**src/rtl/mdu_pkg.sv**
```systemverilog
// Shared definitions for the M-extension sequencer: operand width, ALU select
// codes for the multiply/divide family and the sequencer state encoding.
package mdu_pkg;

  localparam int XLEN = 32;

  localparam logic [4:0] SEL_MUL    = 5'b01001;
  localparam logic [4:0] SEL_MULH   = 5'b01010;
  localparam logic [4:0] SEL_MULHU  = 5'b01011;
  localparam logic [4:0] SEL_MULHSU = 5'b01100;
  localparam logic [4:0] SEL_DIV    = 5'b01101;
  localparam logic [4:0] SEL_DIVU   = 5'b01110;
  localparam logic [4:0] SEL_REM    = 5'b01111;
  localparam logic [4:0] SEL_REMU   = 5'b10000;

  typedef enum logic [1:0] {
    IDLE,
    CALC,
    FIX,
    DONE_S
  } state_t;

  function automatic logic is_mdu_op(input logic [4:0] sel);
    return (sel >= SEL_MUL) && (sel <= SEL_REMU);
  endfunction

  function automatic logic is_div_op(input logic [4:0] sel);
    return (sel >= SEL_DIV) && (sel <= SEL_REMU);
  endfunction

endpackage

```
**src/rtl/mdu_step.sv**
```systemverilog
// One iteration of the sequencer datapath over the 64-bit accumulator:
// LSB-first shift-add for multiply, restoring trial subtract for divide.
module mdu_step
  import mdu_pkg::*;
(
  input  logic                is_div,
  input  logic [2*XLEN-1:0]   acc,
  input  logic [XLEN-1:0]     operand,
  output logic [2*XLEN-1:0]   acc_next
);

  logic [XLEN:0]   sum;
  logic [XLEN:0]   partial;
  logic [XLEN-1:0] diff;
  logic            ge;

  // Multiply keeps {hi, multiplier} and shifts right; divide keeps
  // {remainder, dividend/quotient} and shifts left one bit per step.
  always_comb begin
    sum     = {1'b0, acc[2*XLEN-1:XLEN]} + {1'b0, operand & {XLEN{acc[0]}}};
    partial = acc[2*XLEN-1:XLEN-1];
    ge      = partial[XLEN] || (partial[XLEN-1:0] >= operand);
    diff    = partial[XLEN-1:0] - operand;
    if (is_div) begin
      acc_next = {(ge ? diff : partial[XLEN-1:0]), acc[XLEN-2:0], ge};
    end else begin
      acc_next = {sum, acc[XLEN-1:1]};
    end
  end

endmodule

```
**src/rtl/mdu_sequencer.sv**
```systemverilog
// Multi-cycle RV32M multiply/divide sequencer: captures one operation, runs 32
// iterations of mdu_step, applies sign fix-up and pulses done with the result.
module mdu_sequencer
  import mdu_pkg::*;
(
  input  logic             clk,
  input  logic             rst,
  input  logic             start,
  input  logic [4:0]       select,
  input  logic [XLEN-1:0]  data1,
  input  logic [XLEN-1:0]  data2,
  input  logic             flush,
  output logic [XLEN-1:0]  result,
  output logic             busy,
  output logic             done
);

  state_t            state;
  logic [4:0]        count;
  logic [2*XLEN-1:0] acc;
  logic [XLEN-1:0]   operand;
  logic [4:0]        op_sel;
  logic              neg_res;

  logic [2*XLEN-1:0] acc_next;

  logic              in_is_div;
  logic              a_signed;
  logic              b_signed;
  logic              a_neg;
  logic              b_neg;
  logic [XLEN-1:0]   mag_a;
  logic [XLEN-1:0]   mag_b;
  logic              in_neg;
  logic [2*XLEN-1:0] init_acc;
  logic [XLEN-1:0]   init_operand;
  logic              div_zero;
  logic              overflow;
  logic              corner;
  logic [XLEN-1:0]   corner_value;

  logic [2*XLEN-1:0] prod;
  logic [XLEN-1:0]   quot;
  logic [XLEN-1:0]   rem;
  logic [XLEN-1:0]   fix_value;

  mdu_step u_step (
    .is_div   (is_div_op(op_sel)),
    .acc      (acc),
    .operand  (operand),
    .acc_next (acc_next)
  );

  // Operand preparation at capture: magnitudes, result sign and the
  // divide corner cases that bypass the iteration entirely.
  always_comb begin
    in_is_div = is_div_op(select);
    a_signed  = 1'b0;
    b_signed  = 1'b0;
    case (select)
      SEL_MULH:        begin a_signed = 1'b1; b_signed = 1'b1; end
      SEL_MULHSU:      a_signed = 1'b1;
      SEL_DIV, SEL_REM: begin a_signed = 1'b1; b_signed = 1'b1; end
      default:         ;
    endcase
    a_neg  = a_signed & data1[XLEN-1];
    b_neg  = b_signed & data2[XLEN-1];
    mag_a  = a_neg ? (~data1 + 1'b1) : data1;
    mag_b  = b_neg ? (~data2 + 1'b1) : data2;
    in_neg = (select == SEL_REM) ? a_neg : (a_neg ^ b_neg);

    init_acc     = {{XLEN{1'b0}}, (in_is_div ? mag_a : mag_b)};
    init_operand = in_is_div ? mag_b : mag_a;

    div_zero = in_is_div && (data2 == '0);
    overflow = ((select == SEL_DIV) || (select == SEL_REM)) &&
               (data1 == 32'h8000_0000) && (data2 == 32'hFFFF_FFFF);
    corner   = div_zero || overflow;

    corner_value = '0;
    if (div_zero) begin
      corner_value = ((select == SEL_DIV) || (select == SEL_DIVU)) ? '1 : data1;
    end else if (overflow) begin
      corner_value = (select == SEL_DIV) ? 32'h8000_0000 : '0;
    end
  end

  // Sign correction and word select applied to the finished accumulator.
  always_comb begin
    prod = neg_res ? (~acc + 1'b1) : acc;
    quot = neg_res ? (~acc[XLEN-1:0] + 1'b1) : acc[XLEN-1:0];
    rem  = neg_res ? (~acc[2*XLEN-1:XLEN] + 1'b1) : acc[2*XLEN-1:XLEN];
    case (op_sel)
      SEL_MUL:                          fix_value = prod[XLEN-1:0];
      SEL_MULH, SEL_MULHU, SEL_MULHSU:  fix_value = prod[2*XLEN-1:XLEN];
      SEL_DIV, SEL_DIVU:                fix_value = quot;
      SEL_REM, SEL_REMU:                fix_value = rem;
      default:                          fix_value = '0;
    endcase
  end

  // Control FSM; busy and done are registered alongside the state so that
  // busy covers exactly CALC and FIX and done covers exactly DONE_S.
  always_ff @(posedge clk or posedge rst) begin
    if (rst) begin
      state   <= IDLE;
      count   <= '0;
      acc     <= '0;
      operand <= '0;
      op_sel  <= '0;
      neg_res <= 1'b0;
      result  <= '0;
      busy    <= 1'b0;
      done    <= 1'b0;
    end else begin
      case (state)
        IDLE, DONE_S: begin
          done  <= 1'b0;
          state <= IDLE;
          if (!flush && start && is_mdu_op(select)) begin
            op_sel <= select;
            count  <= '0;
            if (corner) begin
              result <= corner_value;
              done   <= 1'b1;
              state  <= DONE_S;
            end else begin
              acc     <= init_acc;
              operand <= init_operand;
              neg_res <= in_neg;
              busy    <= 1'b1;
              state   <= CALC;
            end
          end
        end
        CALC: begin
          if (flush) begin
            busy  <= 1'b0;
            count <= '0;
            state <= IDLE;
          end else begin
            acc   <= acc_next;
            count <= count + 5'd1;
            if (count == 5'd31) begin
              state <= FIX;
            end
          end
        end
        FIX: begin
          busy <= 1'b0;
          if (flush) begin
            state <= IDLE;
          end else begin
            result <= fix_value;
            done   <= 1'b1;
            state  <= DONE_S;
          end
        end
        default: begin
          busy  <= 1'b0;
          done  <= 1'b0;
          state <= IDLE;
        end
      endcase
    end
  end

endmodule

```
**config.mk**
```make
export PLATFORM = sky130hd
export DESIGN_NAME = mdu_sequencer
export DESIGN_NICKNAME = d
export VERILOG_FILES = /design/src/rtl/mdu_pkg.sv /design/src/rtl/mdu_step.sv /design/src/rtl/mdu_sequencer.sv
export SDC_FILE = /design/constraint.sdc
export NUM_CORES = 1
export LEC_CHECK = 0
export ABC_CLOCK_PERIOD_IN_PS = 5110
export CORE_MARGIN = 2
export CORE_UTILIZATION = 45
export DETAILED_ROUTE_END_ITERATION = 8
export HOLD_SLACK_MARGIN = 0.06
export PLACE_DENSITY = 0.76
export SYNTH_ARGS = -nofsm -noshare
export SYNTH_HDL_FRONTEND = slang
export SYNTH_HIERARCHICAL = 1
export SYNTH_SLANG_ARGS = --single-unit
```
**constraint.sdc**
```tcl
create_clock -name clk -period 5.11 [get_ports clk]
set_clock_uncertainty 0.05 [all_clocks]
set_input_delay 1.022 -clock clk [delete_from_list [all_inputs] [get_ports clk]]
set_output_delay 1.022 -clock clk [all_outputs]
set_load 0.05 [all_outputs]
```
==> metrics.txt, run 1 <==
clock insertion delay at the later pin of the skew report 0.47 ns; num rows 68; sequential element share of the synthesized area 22.83%; die height 190.6 um; Clock Sinks 143; routing usage on met3 5.429%; Avg WL per Cell about 24 um; minimum clock period 4.145 ns; EDFF count, synth 0; crit path DAT approximately 4.5 ns; asr flop ratio synth 100.0%; dominant cell type by area after synthesis dfrtp_1; Synthesis Warnings 6; FF+latch count, synth around 140; max_cap viols 0; core area 0.03446 mm^2; Setup TNS 0 ns; final wirelength around 61000 um; CP Launch Type register; die area 0.03634 mm^2; Reg clk slew, reported paths 0.07 ns; dpl cells 2558; Remaining Overflow, GRT 0; Max transition margin between 30% and 40%; WS Path Type register to register; share of cells above drive strength 1 ~8%; first-pass GRT wire length 92540 um; Worst Path Required 5.42 ns; Final Net Count between 2000 and 2500; Final Non-Filler Cells 2590; die width between 150 and 200 um; commonest non-fill, non-tap cells in the layout nor2_1 (232), nand2_1 (188), a21oi_1 (159); Post-Syn Nets 2227; GRT Max-Usage Layer met2; Post-CTS Setup Inserts 0; DRT Pass-1 Iters 9; Critical Path End Type register; RSZ-0062 raised after global routing false; Area contributors post-synth dfrtp_1 (23%), ha_1 (5.8%), nor2_1 (5.6%), a21oi_1 (5.1%), nand2_1 (4.5%); Port Buf Inserts 106; status completed; Setup Viol. Count Final 0; vias per cell 6.546; gate count of the mapped netlist 2079; M2 GR Usage 51.17%; worst hold margin 0.4501 ns; share of the synthesized area in the top cell type between 20% and 30%; Tcrit/Tclk final between 80% and 90%; worst hold-check path type register to register; Area Overhead vs Synth 13.22%; max-slew violations 0; starting density of the core a little under half; Hold-fix buffers, CTS 0; Iter 0 DRT Violations between 2000 and 2500; Fmax between 0.2 and 0.25 GHz; CTS Buf Count 17; total track usage 33.31%; post-CTS resize count 0; DRC errors left 0; pin count of the biggest net entering global routing 93; Syn Area/Cell 7.539 um^2; Routed Antenna Nets 0; CTS tree done; CTS root buffer clkbuf_16; DP HPWL approximately 47000 um; routed via count roughly 17000; initial antenna violation count 0; H-tree lvl count 4; Worst IR Drop VDD slightly above 0.3 mV; maximum clock path buffer count 2; synthesized area 0.01567 mm^2; Leakage 7.462 nW; diode count 0; CP max FO 28; vias in the first global route ~15000; pwr/cell area 389.4 mW/mm^2; Fin. Hold Viols 0; Slew @ Worst Pin 1.029 ns; leading cell type in the layout, fill and taps excluded nor2_1; IO Count 107; met1 Track Usage GR 45.60%; main flop type after synthesis dfrtp_1; RePlAce Congestion 0.9757; Cell variety after synth 94
state kept, by name, summed over array words and instances, names as in the netlist:
name,flops
acc,64
operand,32
result,32
count,5
op_sel,5
state,2
busy,1
done,1
neg_res,1
per-layer routing:
| layer | vias to the layer above | routed length, um |
|---|---|---|
| met3 | 162 | 5667 |
| met2 | 938 | 26990 |
| met1 | 8111 | 25660 |
| met5 | - | 0 |
| li1 | 7743 | - |
| met4 | 0 | 2936 |
where the power goes:
group          internal (mW)  switching, mW  total, mW  leakage [nW]
sequential              1.45          0.594       2.05          1.82
clock                  0.636          0.591       1.23         0.268
combinational           1.40           2.24       3.64          5.37
layout make-up:
class	count	area (um^2)
clock buffer	18	429.2
clock inverter	14	120.1
fill	3334	16710
inverter	96	365.4
multi-input combinational	1711	11230
sequential	143	3578
tap	455	569.3
timing repair buffer	153	1451
logic make-up (layout without fill, tap and decap cells):
group / count (synthesis) / in the layout / share of synthesized area [%]
AND/OR/NAND/NOR: 755 / 755 / 23.61
flip-flops: 143 / 143 / 22.83
AO/OA/AOI/OAI: 661 / 661 / 28.47
buffers and inverters: 225 / 281 / 5.748
multiplexers: 77 / 77 / 5.261
adder cells (fa/ha/maj): 75 / 75 / 6.083
XOR/XNOR: 143 / 143 / 7.991
stage by stage:
stage               power (mW)  cell area, um^2  util (%)  worst slack (ns)
floorplan                4.319            15670         -            0.2001
global placement         5.549            17200     49.91            0.7629
detailed placement       5.587            17200     49.91            0.5988
CTS                      6.810            17750     51.50             1.068
global route             7.251            17750     51.50            0.7238
finish                   6.910            17750     51.50            0.9652
path summary, 6_finish.rpt:
path                            slack (ns)     start  cells past startpoint          to
min in group asynchronous             1.04       rst                      2  operand[3]
worst min register to register        0.45  count[4]                      2    count[4]
worst max register to register        0.97    acc[0]                     14     acc[63]
worst max-delay path                  0.97    acc[0]                     14     acc[63]
max in group asynchronous             3.13       rst                      3     acc[60]
worst min-delay path                  0.45  count[4]                      2    count[4]
synth_stat cells, types with 20 or more instances:
library cell,count
o21ai_1,34
a22o_1,34
xnor2_1,78
nor3_1,49
a211oi_1,29
a31oi_1,45
nand4_1,35
a21o_1,46
ha_1,73
mux2_2,42
o211ai_1,44
inv_1,95
nor2b_1,21
or3_1,20
o21ai_0,96
nand2_1,188
nor4_1,24
xor2_1,65
dfrtp_1,143
clkbuf_1,100
mux2i_1,34
a21oi_1,159
and2_1,45
nor2_1,233
nand3_1,47
worst max-delay path, stage by stage, from the launching register on:
cell	delay [ns]
dfrtp_1	0.72
and2_1	0.31
ha_1	0.24
fa_1	0.42
a21oi_1	0.26
o21ba_2	0.22
a31oi_1	0.16
nor2_1	0.29
o21ai_1	0.16
a31o_2	0.30
a21boi_2	0.23
o31ai_1	0.11
nor3_1	0.29
a21oi_1	0.08
a22o_1	0.20
No activity file was read; power rests on OpenSTA's default activity.
==> run 2, diff against run 1 <==
- ABC_CLOCK_PERIOD_IN_PS: 5110 -> 4210
- PLACE_DENSITY: 0.76 -> 0.74
- clock period: 5.11 -> 4.21 ns (I/O delays scaled with it)
==> run 2 against run 1 <==
Compared with the run above:
- wire length is 0.13% higher
- die area stayed put
- cell area is 2.2% higher
- utilization up 1.1 points
- via count rose by 0.91%
- critical path type unchanged
- highest routed layer unchanged
==> metrics.txt, run 2 (synthesis gave the netlist of run 1 again) <==
status completed; leading cell type in the layout, fill and taps excluded nor2_1; Largest register FFs 64 (unchanged); reg2reg setup slack 0.33 ns (-0.64 ns); Reg clk slew, reported paths 0.07 ns (about the same); FF/Latch Area 0.003578 mm^2 (unchanged); WS Path Type register to register; PnR Total Power 8.525 mW (+23%); reg-to-reg endpoint acc[63]; die width 190.6 um (unchanged); total track usage 33.09% (-0.22 points); Fin. Hold Viols 0 (unchanged); maximum clock path buffer count 2 (unchanged); RePlAce Congestion 0.9842 (+0.87%); Routed Antenna Nets 0 (unchanged); Tcrit/Tclk final 92.23% (+11 points); post-CTS resize count 0 (unchanged); Leakage 7.675 nW (+2.9%); vias per cell 6.512 (-0.51%); starting density of the core 45.49% (unchanged); minimum clock period 3.883 ns (-0.2620 ns); CTS Buf Count 17 (unchanged); Multi-input gate area 0.01123 mm^2 (unchanged); DP HPWL 47550 um (+0.31%); clock insertion delay at the later pin of the skew report 0.45 ns (-0.02 ns); Setup Viol. Count Final 0 (unchanged); Worst IR Drop VDD 0.3334 mV (+10%); cell count of the worst reg-to-reg path 14 (unchanged); Area Overhead vs Synth 15.72%; CP Launch Type register; worst hold-check path type register to register; num rows 68 (unchanged); RSZ-0062 raised after global routing false; CTS root buffer clkbuf_16; Final Net Count 2305 (+1.5%); GRT Max-Usage Layer met2; crit-path cells and2_1, ha_1, fa_1, a21oi_1, o21ba_2, a31oi_1, nor2_1, o21ai_1, a31o_2, a21boi_2, o31ai_1, nor3_1, a21oi_1, a22o_1; die area 0.03634 mm^2 (unchanged); Hold Startpoint count[4]; Setup TNS 0 ns (unchanged); IO Count 107 (unchanged); first-pass GRT wire length 92220 um (-0.35%); Finished Core Util 52.64% (+1.1 points); Remaining Overflow, GRT 0 (unchanged); Post-CTS Setup Inserts 0 (unchanged); Avg WL per Cell 23.34 um (-1.3%); crit path DAT 4.17 ns (-0.28 ns); slowest CP cell dfrtp_1; CP max stage delay 0.60 ns (-0.12 ns); commonest non-fill, non-tap cells in the layout nor2_1 (232), nand2_1 (188), a21oi_1 (159); CTS tree done; fillers 3237 (-2.9%); pwr/cell area 470.0 mW/mm^2 (+21%); Critical Path End Type register; max-slew violations 0 (unchanged); Top reg by flops acc; cell mode on critical path a21oi_1; Slew @ Worst Pin 1.069 ns (+0.03977 ns); routed via count 17110 (+0.91%); Port Buf Inserts 106 (unchanged); vias in the first global route 15450 (+0.38%); core area 0.03446 mm^2 (unchanged); Clock Sinks 143 (unchanged); Top Registers acc (64), operand (32), result (32); Fmax 0.2575 GHz (+6.7%); CP max FO 17 (-39%); Critical Path End acc[63]; FF-to-FF Start acc[0]; H-tree lvl count 4 (unchanged); final wirelength 61330 um (+0.13%); DRT Pass-1 Iters 6 (-3); max_cap viols 0 (unchanged); pin count of the biggest net entering global routing 85 (-8.6%); Worst Path Required 4.50 ns (-0.92 ns); M2 GR Usage 50.80% (-0.38 points); die height 190.6 um (unchanged); worst setup path start acc[0]; Iter 0 DRT Violations 2404 (+2.0%); initial antenna violation count 2 (+2); share of cells above drive strength 1 9.263% (+1.5 points); met1 Track Usage GR 44.42% (-1.2 points); Hold-fix buffers, CTS 0 (unchanged); routing usage on met3 8.410% (+3.0 points); DRC errors left 0 (unchanged); Max transition margin 28.62% (-2.8 points)
==> run 2: changes by cell type in the layout (fill, tap and decap cells not counted), sizes merged <==
| cell | change |
|---|---|
| clkinv | +1 |
| bufinv | +2 |
| clkinvlp | +2 |
| buf | +35 |
| inv | -5 |
| diode | +2 |
==> run 2: layout make-up <==
class | instances | area share [%]
Sequential cell | 143 | 19.73
Antenna cell | 2 | 0.02759
Timing Repair Buffer | 188 | 9.934
Inverter | 96 | 2.007
Tap cell | 455 | 3.139
Clock inverter | 14 | 0.8692
Multi-Input combinational cell | 1711 | 61.93
Clock buffer | 18 | 2.366
==> run 2: worst min-delay path by stage <==
stage,endpoint,slack (ns),depth (start not counted)
finish,count[4],0.45,2
global route,count[2],0.48,1
global placement,count[4],0.42,2
floorplan,operand[14],0.40,2
CTS,result[29],0.45,1
detailed placement,result[29],0.44,1
==> run 2: metal layers <==
metal / up-vias / wire, um
met5: - / 0
met4: 0 / 2407
met3: 139 / 6380
met2: 975 / 27050
met1: 8179 / 25490
li1: 7815 / -
==> run 2: worst max-delay path, delay by kind of cell (launching register included) <==
family	cells	cell delay, ns
AOI/OAI and AO/OA	9	1.70
and+or+nand+nor	3	0.79
adders and majority gates	2	0.64
DFF	1	0.60
==> run 2: power breakdown <==
part,switching (mW),internal (mW)
clock network,0.683,0.882
logic,2.80,1.75
registers,0.645,1.76
total,4.13,4.39
==> run 2: stage by stage <==
| stage | hold WS [ns] | instance area, um^2 | cells | setup WS, ns |
|---|---|---|---|---|
| floorplan | 0.4031 | 15680 | 2079 | 0.9256 |
| global placement | 0.4180 | 17550 | 2593 | 0.3485 |
| detailed placement | 0.4398 | 17550 | 2593 | 0.2684 |
| CTS | 0.4544 | 18130 | 2625 | 0.4193 |
| global route | 0.4778 | 18130 | 2626 | 0.2054 |
| finish | 0.4482 | 18140 | 2627 | 0.3272 |
==> run 3, diff against run 2 <==
--- a/config.mk
+++ b/config.mk
@@ -11,5 +11,4 @@
 export DETAILED_ROUTE_END_ITERATION = 8
 export HOLD_SLACK_MARGIN = 0.06
-export PLACE_DENSITY = 0.74
 export SYNTH_ARGS = -nofsm -noshare
 export SYNTH_HDL_FRONTEND = slang
==> constraint.sdc (replaced) <==
create_clock -name clk -period 4.21 [get_ports clk]
set_clock_uncertainty 0.05 [all_clocks]
set_input_delay 0.421 -clock clk [delete_from_list [all_inputs] [get_ports clk]]
set_output_delay 0.421 -clock clk [all_outputs]
set_load 0.05 [all_outputs]
==> run 3 against run 2 <==
Compared with the run above:
- power hardly changed
- clock power hardly changed
- maximum frequency about the same
- hold slack worse by 0.048 ns
- critical path depth is 1 higher
- critical path type unchanged
==> metrics.txt, run 3 (synthesis gave the netlist of run 1 again) <==
status completed; Post-CTS Setup Inserts 0 (unchanged); starting density of the core 45.49% (unchanged); Buf/Inv on CP 3 (+3); Sequential Power Share 27.6% (-0.7 points); Remaining Overflow, GRT 0 (unchanged); vias per cell 6.454 (-0.90%); Worst Path Required 4.51 ns (about the same); WP depth 15 (+1); final worst-path setup slack 0.3275 ns (+0.0003340 ns); reg2reg setup slack 0.33 ns (about the same); DRT Pass-1 Iters 6 (unchanged); crit path DAT 4.18 ns (about the same); vias in the first global route 15770 (+2.0%); FF-to-FF Start acc[31]; H-tree lvl count 4 (unchanged); CP top delay family compound AO/OA/AOI/OAI gates; CP max stage delay 0.53 ns (-0.07 ns); diode count 0 (-2); DP HPWL 49340 um (+3.8%); Max transition margin 21.15% (-7.5 points); switching share of total power 48.70% (+0.25 points); DRC errors left 0 (unchanged); Area Overhead vs Synth 15.00%; worst setup path start acc[31]; cell count of the worst reg-to-reg path 15 (+1); WS Path Type register to register; PnR Total Power 8.527 mW (about the same); slowest CP cell dfrtp_1; clock network fraction of design power 18.4% (about the same); Largest register FFs 64 (unchanged); clock insertion delay at the later pin of the skew report 0.46 ns (about the same); FF/Latch Area 0.003578 mm^2 (unchanged); die height 190.6 um (unchanged); Worst IR Drop VDD 0.3825 mV (+15%); max-slew violations 0 (unchanged); Fmax 0.2576 GHz (about the same); Setup Viol. Count Final 0 (unchanged); Multi-input gate area 0.01123 mm^2 (about the same); IO Count 107 (unchanged); Gate power share 54.0% (+0.6 points); worst hold margin 0.4004 ns (-0.04785 ns); share of cells above drive strength 1 8.977% (-0.29 points); CTS Buf Count 17 (unchanged); num rows 68 (unchanged); pre-CTS WS 0.4177 ns (+0.1493 ns); Tcrit/Tclk final 92.22% (about the same); switching power 4.153 mW (+0.54%); Pint 4.374 mW (-0.47%); Top reg by flops acc; CP Launch Type register; commonest non-fill, non-tap cells in the layout nor2_1 (232), nand2_1 (187), a21oi_1 (159); Final Non-Filler Cells 2616 (-0.42%); reg-to-reg endpoint acc[41]; post-CTS resize count 0 (unchanged); CP max FO 36 (+19); Hold-fix buffers, CTS 0 (unchanged); Critical Path End Type register; maximum clock path buffer count 2 (unchanged); Slew @ Worst Pin 1.170 ns (+0.1019 ns); pin count of the biggest net entering global routing 144 (+69%); Port Buf Inserts 106 (unchanged); Clock Sinks 143 (unchanged); Reg clk slew, reported paths 0.07 ns (about the same); worst hold-check path type primary input to async pin; Avg WL per Cell 24.30 um (+4.1%); dpl cells 2584 (-0.35%); total track usage 34.72% (+1.6 points); minimum clock period 3.882 ns (-0.0003340 ns); Critical Path End acc[41]; pwr/cell area 473.1 mW/mm^2 (+0.64%); Fin. Hold Viols 0 (unchanged); crit-path cells inv_1, ha_1, fa_1, nor2b_4, o31ai_4, a31o_1, nand2_1, a41o_1, nand3_1, nand3_2, buf_12, buf_4, mux2i_1, a21oi_1, a22o_1; CTS tree done; CTS root buffer clkbuf_16; Leakage 7.604 nW (-0.92%); Iter 0 DRT Violations 1748 (-27%); leading cell type in the layout, fill and taps excluded nor2_1; initial antenna violation count 1 (-1); final wirelength 63570 um (+3.7%); max_cap viols 0 (unchanged); Setup TNS 0 ns (unchanged); Top Registers acc (64), operand (32), result (32); die area 0.03634 mm^2 (unchanged); fillers 3450 (+6.6%); core area 0.03446 mm^2 (unchanged); first-pass GRT wire length 95450 um (+3.5%); Routed Antenna Nets 0 (unchanged); die width 190.6 um (unchanged); routed via count 16880 (-1.3%); RePlAce Congestion 0.9692 (-1.5%); RSZ-0062 raised after global routing false; Final Net Count 2296 (-0.39%)
[run 3: cell count changes in the layout (fill, tap and decap cells not counted), moves of 2 or more]
cell,change
clkinv_4,-2
clkbuf_8,+2
clkinvlp_4,+2
buf_4,-6
diode_2,-2
buf_12,-3
[run 3: cell type report]
cell class	instances	area share, %
well taps	455	3.158
clock inverters	13	0.7150
repair buffers	179	9.413
inverters	96	2.020
clock buffers	19	2.513
multi-input cells	1711	62.33
flip-flops and latches	143	19.85
[run 3: per-layer routing]
| layer | up-vias | wire length, um | GRT usage (%) |
|---|---|---|---|
| met1 | 8167 | 27450 | 47.44 |
| met2 | 796 | 28410 | 53.80 |
| met4 | 2 | 2893 | 16.28 |
| met5 | - | 18 | 0 |
| li1 | 7794 | - | - |
| met3 | 124 | 4792 | 5.226 |
[run 3: worst min-delay path by stage]
| stage | startpoint | to | slack [ns] | depth (start not counted) |
|---|---|---|---|---|
| after floorplan | operand[14] | operand[14] | 0.40 | 2 |
| after global placement | count[4] | count[4] | 0.42 | 2 |
| after detailed placement | count[4] | count[4] | 0.43 | 2 |
| after CTS | count[4] | count[4] | 0.45 | 2 |
| after global routing | result[2] | result[2] | 0.48 | 1 |
| final | rst | operand[15] | 0.40 | 3 |
[run 3: metrics by stage]
step	util (%)	area, um^2
6_report	52.31	18020
5_1_grt	52.31	18020
4_1_cts	52.31	18020
3_5_place_dp	50.62	17440
3_3_place_gp	50.62	17440
2_1_floorplan	-	15680
[run 3: power groups by stage]
stage / Combinational, mW / Clock, mW / Sequential, mW
floorplan: 2.67 / 0 / 2.57
global placement: 4.48 / 0 / 2.34
detailed placement: 4.51 / 0 / 2.35
CTS: 4.53 / 1.58 / 2.33
global route: 4.93 / 1.64 / 2.39
finish: 4.60 / 1.57 / 2.35
[run 3: worst min-delay path: cells and delay by family]
kind                   cells  cell delay (ns)
buffers and inverters      3             0.99
